<file path="config.mk">
export PLATFORM = sky130hd
export DESIGN_NAME = gpio_port_bank
export DESIGN_NICKNAME = d
export VERILOG_FILES = /design/src/rtl/gpio_port_bank_pkg.sv /design/src/rtl/gpio_port_channel.sv /design/src/rtl/gpio_port_bank.sv
export SDC_FILE = /design/constraint.sdc
export NUM_CORES = 1
export LEC_CHECK = 0
export BUFFER_PORTS_ARGS = -buffer_cell sky130_fd_sc_hd__clkbuf_2
export CORE_ASPECT_RATIO = 0.7
export CORE_MARGIN = 10
export CORE_UTILIZATION = 45
export CTS_CLUSTER_DIAMETER = 40
export DETAILED_ROUTE_END_ITERATION = 6
export PLACE_DENSITY = 0.72
export SYNTH_ARGS = -nofsm -noshare
export SYNTH_HDL_FRONTEND = slang
export SYNTH_SLANG_ARGS = --single-unit
</file>
<file path="constraint.sdc">
create_clock -name clk -period 3.3 [get_ports clk]
set_clock_uncertainty 0.1 [all_clocks]
set_input_delay 0.33 -clock clk [delete_from_list [all_inputs] [get_ports clk]]
set_output_delay 0.33 -clock clk [all_outputs]
set_load 0.01 [all_outputs]
</file>
<file path="src/rtl/gpio_port_bank_pkg.sv">
// Shared definitions for the GPIO port bank.
// Holds the register codes used on addr_bus nibbles and the default bus width.
package gpio_port_bank_pkg;

  localparam int unsigned GPIO_DEFAULT_DATA_WIDTH = 8;

  // Register codes: addr_bus[7:4] selects the read register,
  // addr_bus[3:0] selects the write register. REG_NONE means no access.
  typedef enum logic [3:0] {
    REG_NONE = 4'h0,
    REG_SEL  = 4'h8,
    REG_DAT  = 4'h9,
    REG_DIR  = 4'hA,
    REG_IEN  = 4'hB,
    REG_IFL  = 4'hC
  } reg_code_e;

endpackage

</file>
<file path="src/rtl/gpio_port_channel.sv">
// One GPIO port: input synchroniser, output latch, direction register and,
// when GPIO_EDGE_IRQ_EN is defined, previous-sample register, interrupt
// enable and interrupt flag storage.
// Ports:
//   clk, rst_n          clock, synchronous active-low reset
//   pin_in              asynchronous pad inputs of this port
//   wdata               bus write data
//   wr_dat/dir/ien/ifl  write strobes for this port's registers
//   latch, dir          output latch and per-bit output enable
//   rd_dat              merged read value (latch where driving, sync input otherwise)
//   rd_ien, rd_ifl      enable/flag read values (0 when the feature is absent)
//   irq_term            |(IFL & IEN) of this port (0 when the feature is absent)
module gpio_port_channel #(
  parameter int unsigned DATA_WIDTH  = 8,
  parameter int unsigned SYNC_STAGES = 2
) (
  input  logic                  clk,
  input  logic                  rst_n,
  input  logic [DATA_WIDTH-1:0] pin_in,
  input  logic [DATA_WIDTH-1:0] wdata,
  input  logic                  wr_dat,
  input  logic                  wr_dir,
  input  logic                  wr_ien,
  input  logic                  wr_ifl,
  output logic [DATA_WIDTH-1:0] latch,
  output logic [DATA_WIDTH-1:0] dir,
  output logic [DATA_WIDTH-1:0] rd_dat,
  output logic [DATA_WIDTH-1:0] rd_ien,
  output logic [DATA_WIDTH-1:0] rd_ifl,
  output logic                  irq_term
);

  logic [DATA_WIDTH-1:0] sync_q [SYNC_STAGES];
  logic [DATA_WIDTH-1:0] sync_last;

  assign sync_last = sync_q[SYNC_STAGES-1];

  always_ff @(posedge clk) begin
    if (!rst_n) begin
      for (int unsigned i = 0; i < SYNC_STAGES; i++) sync_q[i] <= '0;
    end else begin
      sync_q[0] <= pin_in;
      for (int unsigned i = 1; i < SYNC_STAGES; i++) sync_q[i] <= sync_q[i-1];
    end
  end

  always_ff @(posedge clk) begin
    if (!rst_n) begin
      latch <= '0;
      dir   <= '0;
    end else begin
      if (wr_dat) latch <= wdata;
      if (wr_dir) dir   <= wdata;
    end
  end

  assign rd_dat = (dir & latch) | (~dir & sync_last);

`ifdef GPIO_EDGE_IRQ_EN
  logic [DATA_WIDTH-1:0] prev_q;
  logic [DATA_WIDTH-1:0] ien_q;
  logic [DATA_WIDTH-1:0] ifl_q;
  logic [DATA_WIDTH-1:0] rise;
  logic [DATA_WIDTH-1:0] clr_mask;

  assign rise     = sync_last & ~prev_q;
  assign clr_mask = wr_ifl ? wdata : '0;

  always_ff @(posedge clk) begin
    if (!rst_n) begin
      prev_q <= '0;
      ien_q  <= '0;
      ifl_q  <= '0;
    end else begin
      prev_q <= sync_last;
      if (wr_ien) ien_q <= wdata;
      // Clear is applied before set so a coincident edge keeps its flag.
      ifl_q <= (ifl_q & ~clr_mask) | (rise & ien_q);
    end
  end

  assign rd_ien   = ien_q;
  assign rd_ifl   = ifl_q;
  assign irq_term = |(ifl_q & ien_q);
`else
  logic unused_wr;
  assign unused_wr = wr_ien ^ wr_ifl;
  assign rd_ien    = '0;
  assign rd_ifl    = '0;
  assign irq_term  = 1'b0;
`endif

endmodule

</file>
<file path="src/rtl/gpio_port_bank.sv">
// Memory-mapped bank of NPORT bidirectional GPIO ports with indirect access:
// write SEL to pick a port, then access its DAT/DIR/IEN/IFL registers.
// Optional rising-edge interrupts are built when GPIO_EDGE_IRQ_EN is defined;
// otherwise IEN/IFL read 0, ignore writes and irq is tied 0.
// Ports:
//   clk, rst_n     clock, synchronous active-low reset
//   addr_bus       [7:4] read-register code, [3:0] write-register code
//   data_bus_in    write data
//   data_bus_out   combinational read data for addr_bus[7:4]
//   pin_in         asynchronous pad inputs, port p at [p*DATA_WIDTH +: DATA_WIDTH]
//   pin_out        output latches
//   pin_oe         per-bit output enable (1 = drive)
//   irq            registered OR of all enabled pending flags
module gpio_port_bank
  import gpio_port_bank_pkg::*;
#(
  parameter int unsigned DATA_WIDTH  = GPIO_DEFAULT_DATA_WIDTH,
  parameter int unsigned NPORT       = 4,
  parameter int unsigned SYNC_STAGES = 2
) (
  input  logic                        clk,
  input  logic                        rst_n,
  input  logic [DATA_WIDTH-1:0]       addr_bus,
  input  logic [DATA_WIDTH-1:0]       data_bus_in,
  output logic [DATA_WIDTH-1:0]       data_bus_out,
  input  logic [NPORT*DATA_WIDTH-1:0] pin_in,
  output logic [NPORT*DATA_WIDTH-1:0] pin_out,
  output logic [NPORT*DATA_WIDTH-1:0] pin_oe,
  output logic                        irq
);

  logic [3:0]            wr_code;
  logic [3:0]            rd_code;
  logic [DATA_WIDTH-1:0] sel_q;

  logic [DATA_WIDTH-1:0] dat_rd [NPORT];
  logic [DATA_WIDTH-1:0] dir_rd [NPORT];
  logic [DATA_WIDTH-1:0] ien_rd [NPORT];
  logic [DATA_WIDTH-1:0] ifl_rd [NPORT];
  logic [NPORT-1:0]      irq_terms;

  assign wr_code = addr_bus[3:0];
  assign rd_code = addr_bus[7:4];

  always_ff @(posedge clk) begin
    if (!rst_n)               sel_q <= '0;
    else if (wr_code == REG_SEL) sel_q <= data_bus_in;
  end

  for (genvar p = 0; p < NPORT; p++) begin : g_port
    logic hit;
    assign hit = (sel_q == DATA_WIDTH'(p));

    gpio_port_channel #(
      .DATA_WIDTH  (DATA_WIDTH),
      .SYNC_STAGES (SYNC_STAGES)
    ) u_channel (
      .clk      (clk),
      .rst_n    (rst_n),
      .pin_in   (pin_in[p*DATA_WIDTH +: DATA_WIDTH]),
      .wdata    (data_bus_in),
      .wr_dat   (hit && (wr_code == REG_DAT)),
      .wr_dir   (hit && (wr_code == REG_DIR)),
      .wr_ien   (hit && (wr_code == REG_IEN)),
      .wr_ifl   (hit && (wr_code == REG_IFL)),
      .latch    (pin_out[p*DATA_WIDTH +: DATA_WIDTH]),
      .dir      (pin_oe[p*DATA_WIDTH +: DATA_WIDTH]),
      .rd_dat   (dat_rd[p]),
      .rd_ien   (ien_rd[p]),
      .rd_ifl   (ifl_rd[p]),
      .irq_term (irq_terms[p])
    );

    assign dir_rd[p] = pin_oe[p*DATA_WIDTH +: DATA_WIDTH];
  end

  // An out-of-range SEL matches no port, so the per-port values stay 0.
  always_comb begin
    logic [DATA_WIDTH-1:0] sel_dat;
    logic [DATA_WIDTH-1:0] sel_dir;
    logic [DATA_WIDTH-1:0] sel_ien;
    logic [DATA_WIDTH-1:0] sel_ifl;
    sel_dat = '0;
    sel_dir = '0;
    sel_ien = '0;
    sel_ifl = '0;
    for (int unsigned p = 0; p < NPORT; p++) begin
      if (sel_q == DATA_WIDTH'(p)) begin
        sel_dat = dat_rd[p];
        sel_dir = dir_rd[p];
        sel_ien = ien_rd[p];
        sel_ifl = ifl_rd[p];
      end
    end
    data_bus_out = '0;
    case (rd_code)
      REG_SEL: data_bus_out = sel_q;
      REG_DAT: data_bus_out = sel_dat;
      REG_DIR: data_bus_out = sel_dir;
      REG_IEN: data_bus_out = sel_ien;
      REG_IFL: data_bus_out = sel_ifl;
      default: data_bus_out = '0;
    endcase
  end

`ifdef GPIO_EDGE_IRQ_EN
  always_ff @(posedge clk) begin
    if (!rst_n) irq <= 1'b0;
    else        irq <= |irq_terms;
  end
`else
  logic unused_irq_terms;
  assign unused_irq_terms = |irq_terms;
  assign irq = 1'b0;
`endif

endmodule

</file>
==> Flow_metrics.wiki <==
{| class="wikitable"
! Metric !! Value
|-
| Worst slack at placement || 0.778 ns
|-
| DR DRC count || 0
|-
| Number of nets in the layout || 660
|-
| Die height || 108 µm
|-
| Number of violations of the max-capacitance limit || 0
|-
| Number of instances in the placed design || 744
|-
| Number of antenna violations at the first check in global routing || 0
|-
| Wire length on met2 || 6410 µm
|-
| Tcrit/Tclk final || 87.8%
|-
| Total iterations of the first detailed-routing run || 5
|-
| Quantity of gates resized following cts || 0
|-
| Worst R2R End || g_port[3].u_channel.dir[1]$_SDFFE_PN0P_
|-
| Worst Hold Launch || pin_in[11]
|-
| Max-slew violation count || 0
|-
| Most common library cells after synthesis || 136 x sky130_fd_sc_hd__dfxtp_1, 72 x sky130_fd_sc_hd__o21ai_0, 65 x sky130_fd_sc_hd__and2_1, 64 x sky130_fd_sc_hd__nand3_1
|-
| Transition time at the pin with the least slew margin || 0.948 ns
|-
| Sequential cell area || 0.00272 mm²
|-
| Hold Path Depth || 2
|-
| Highest routed layer || met4
|-
| Data required time of the critical path || 2.87 ns
|-
| Cts bufs inserted || 17
|-
| Kind of end point of the critical path || output pin
|-
| Mean number of vias per cell || 5.46
|-
| Reg2Reg Setup Slack || 0.75 ns
|-
| Antenna diode count || 0
|-
| Critical-path maximum fanout || 10
|-
| Cell type contributing the most total cell area after synthesis || sky130_fd_sc_hd__dfxtp_1
|-
| Met1 routed wirelength after detailed routing || 6560 µm
|-
| Unrepaired setup endpoints after global routing || false
|-
| Core region area || 0.0110 mm²
|-
| Remaining antenna violation count || 0
|-
| Worst Reg2Reg Path Length in Cells || 4
|-
| Arrival time reported for the critical path endpoint || 2.47 ns
|-
| Total half-perimeter wirelength after legalization and detailed placement || 11000 µm
|-
| Most frequently used cell type in the post-synthesis netlist || sky130_fd_sc_hd__dfxtp_1
|-
| Final cell count without fillers || 776
|-
| Mean area per synthesized cell || 10.0 µm²
|-
| Filler Cell Count || 1004
|-
| Minimum clock period after layout || 2.90 ns
|-
| Worst-case headroom to the max-slew limit || 35.9%
|-
| FF+latch count, synth || 136
|-
| Clk root buf || sky130_fd_sc_hd__clkbuf_16
|-
| Layout Cell Area excl Fill || 0.00630 mm²
|-
| Seq/Total Area, Yosys || 54.3%
|-
| Peak supply drop || 0.000353 V
|-
| Wire length on met3 || 1680 µm
|-
| Largest net degree at the start of global routing || 93
|-
| First-pass GRT wire length || 23300 µm
|-
| CP startpoint kind || flop
|-
| Most area-consuming cells after synthesis || sky130_fd_sc_hd__dfxtp_1 54%, sky130_fd_sc_hd__and2_1 8.1%, sky130_fd_sc_hd__o21ai_0 7.2%
|-
| Clk pin slew, worst setup/hold paths || 0.06 ns
|-
| Num Clock Sinks || 136
|-
| Kind of critical path || reg2out
|-
| Total power divided by cell area || 603 mW/mm²
|-
| Area taken by multi-input logic gates || 0.00214 mm²
|-
| Standard-cell row count || 32
|-
| Setup tns final || 0 ns
|-
| Number of H-tree levels || 4
|-
| Fraction of layout instances using a drive strength above 1 || 26.3%
|-
| Yosys warns || 0
|-
| CTS tree || built
|-
| Post-detailed-placement cell area || 0.00570 mm²
|-
| Number of endpoints failing setup at the final stage || 0
|-
| Die width || 146 µm
|-
| Maximum frequency from static timing analysis || 0.345 GHz
|-
| Buffers on Ports || 121
|-
| Final hold violation count || 0
|-
| Final worst-path setup slack || 0.403 ns
|-
| Start point of the critical path || sel_q[2]$_SDFFE_PN0N_
|-
| Post-Syn Nets || 551
|-
| Top flip-flop cell by instance count after synthesis || sky130_fd_sc_hd__dfxtp_1
|-
| Post-Route Hold Slack || 0.0165 ns
|-
| Synth-to-Final Area Change || 25.7%
|-
| Placer Congestion || 0.963
|-
| Starting Density || 45.7%
|-
| Total number of vias || 4235
|-
| Syn Inst Count || 501
|-
| Clock latency at the later pin of the worst-skew pair || 0.42 ns
|-
| Setup repair bufs after CTS || 0
|-
| Post-synth top area share || 54.3%
|-
| Leakage dissipation || 2.48 nW
|-
| Worst min path class || in2reg
|-
| Proportion of register bits with asynchronous set or reset after synthesis || 0%
|-
| Top-Level Pins || 123
|-
| Die ar. || 0.0158 mm²
|-
| DRC violation total after the first TritonRoute iteration || 481
|-
| Cts hold-fix bufs || 0
|-
| Startpoint of the worst register-to-register path || sel_q[0]$_SDFFE_PN0N_
|-
| Overall track demand over capacity in global routing || 18.8%
|-
| Number of global-route vias before repair || 4253
|-
| Worst min-delay path endpoint || g_port[1].u_channel.sync_q[0][3]$_SDFF_PN0_
|-
| Unique masters post-synth || 27
|-
| Netlist Area Pre-Place || 0.00501 mm²
|-
| Leftover overflow at the end of global routing || 0
|-
| Routed WL per cell || 19.1 µm
|-
| Run status || complete, no violations
|-
| Detailed-route wire length || 14900 µm
|-
| Max clock buf depth || 2
|-
| Post-synth EDFFs || 0
|}
power by group:
group          internal, mW  total [mW]  switching, mW  leakage [nW]
clock                  1.20        1.93          0.733         0.281
combinational        0.0705       0.165         0.0949          1.09
sequential             1.69        1.71         0.0199          1.11
worst max-delay path, stage by stage (launching register included):
cell,delay (ns)
sky130_fd_sc_hd__dfxtp_1,0.38
sky130_fd_sc_hd__nor4_4,0.57
sky130_fd_sc_hd__nand4_1,0.46
sky130_fd_sc_hd__o21ai_0,0.43
sky130_fd_sc_hd__clkbuf_2,0.21
metal layers:
metal  global-route usage (%)  up-vias
met1                     24.4     2010
li1                         -     1991
met2                     27.8      210
met3                     8.22       24
met5                        0        -
met4                     5.41        0
metrics by stage:
stage	power [mW]	utilization (%)
floorplan	1.83	-
global placement	1.90	52.0
detailed placement	1.90	52.0
CTS	3.81	57.4
global route	3.92	57.4
finish	3.80	57.4
kinds of logic (layout without fill, tap and decap cells):
| kind of cell | after synthesis | in the layout | synth area share [%] |
|---|---|---|---|
| AO/OA/AOI/OAI | 104 | 104 | 12.0 |
| buffers and inverters | 34 | 156 | 2.94 |
| flip-flops | 136 | 136 | 54.3 |
| multiplexers | 40 | 40 | 9.98 |
| other | 1 | 1 | 0.0748 |
| AND/OR/NAND/NOR | 186 | 186 | 20.7 |
state kept, by name, indices dropped and copies added, names as in the netlist:
register	flops
g_port.u_channel.dir	32
g_port.u_channel.latch	32
g_port.u_channel.sync_q	64
sel_q	8
cell usage in the layout, fill, tap and decap left out, types with 2 or more instances in the layout:
master	instances
sky130_fd_sc_hd__clkbuf_1	2
sky130_fd_sc_hd__nand2_1	32
sky130_fd_sc_hd__nor3b_1	2
sky130_fd_sc_hd__clkbuf_16	17
sky130_fd_sc_hd__inv_6	4
sky130_fd_sc_hd__a22oi_1	24
sky130_fd_sc_hd__nor3_1	2
sky130_fd_sc_hd__nor2b_1	3
sky130_fd_sc_hd__mux4_2	8
sky130_fd_sc_hd__a21boi_0	8
sky130_fd_sc_hd__bufinv_16	3
sky130_fd_sc_hd__dfxtp_1	136
sky130_fd_sc_hd__nor2_1	2
sky130_fd_sc_hd__nand3_1	64
sky130_fd_sc_hd__o21ai_0	72
sky130_fd_sc_hd__and2_1	65
sky130_fd_sc_hd__buf_4	3
sky130_fd_sc_hd__mux2i_1	32
sky130_fd_sc_hd__clkbuf_2	120
sky130_fd_sc_hd__nor4bb_1	2
sky130_fd_sc_hd__nand4b_1	4
sky130_fd_sc_hd__nand4_1	5
sky130_fd_sc_hd__clkinvlp_4	4
layout make-up:
class | instances | share of cell area, %
clock buffer | 19 | 6.87
clock inverter | 13 | 2.68
timing repair buffer | 124 | 10.2
sequential | 136 | 43.2
tap | 153 | 3.04
multi-input combinational | 331 | 34.0
how the worst max path moves through the flow:
stage / end / slack (ns) / depth (start not counted)
after floorplan: data_bus_out[0] / 1.40 / 4
after global placement: data_bus_out[2] / 0.95 / 5
after detailed placement: g_port[3].u_channel.dir[1]$_SDFFE_PN0P_ / 0.78 / 4
after CTS: data_bus_out[0] / 0.49 / 4
after global routing: data_bus_out[7] / 0.23 / 5
final: data_bus_out[0] / 0.40 / 4
Note: power is estimated with default switching activity, not from simulation.
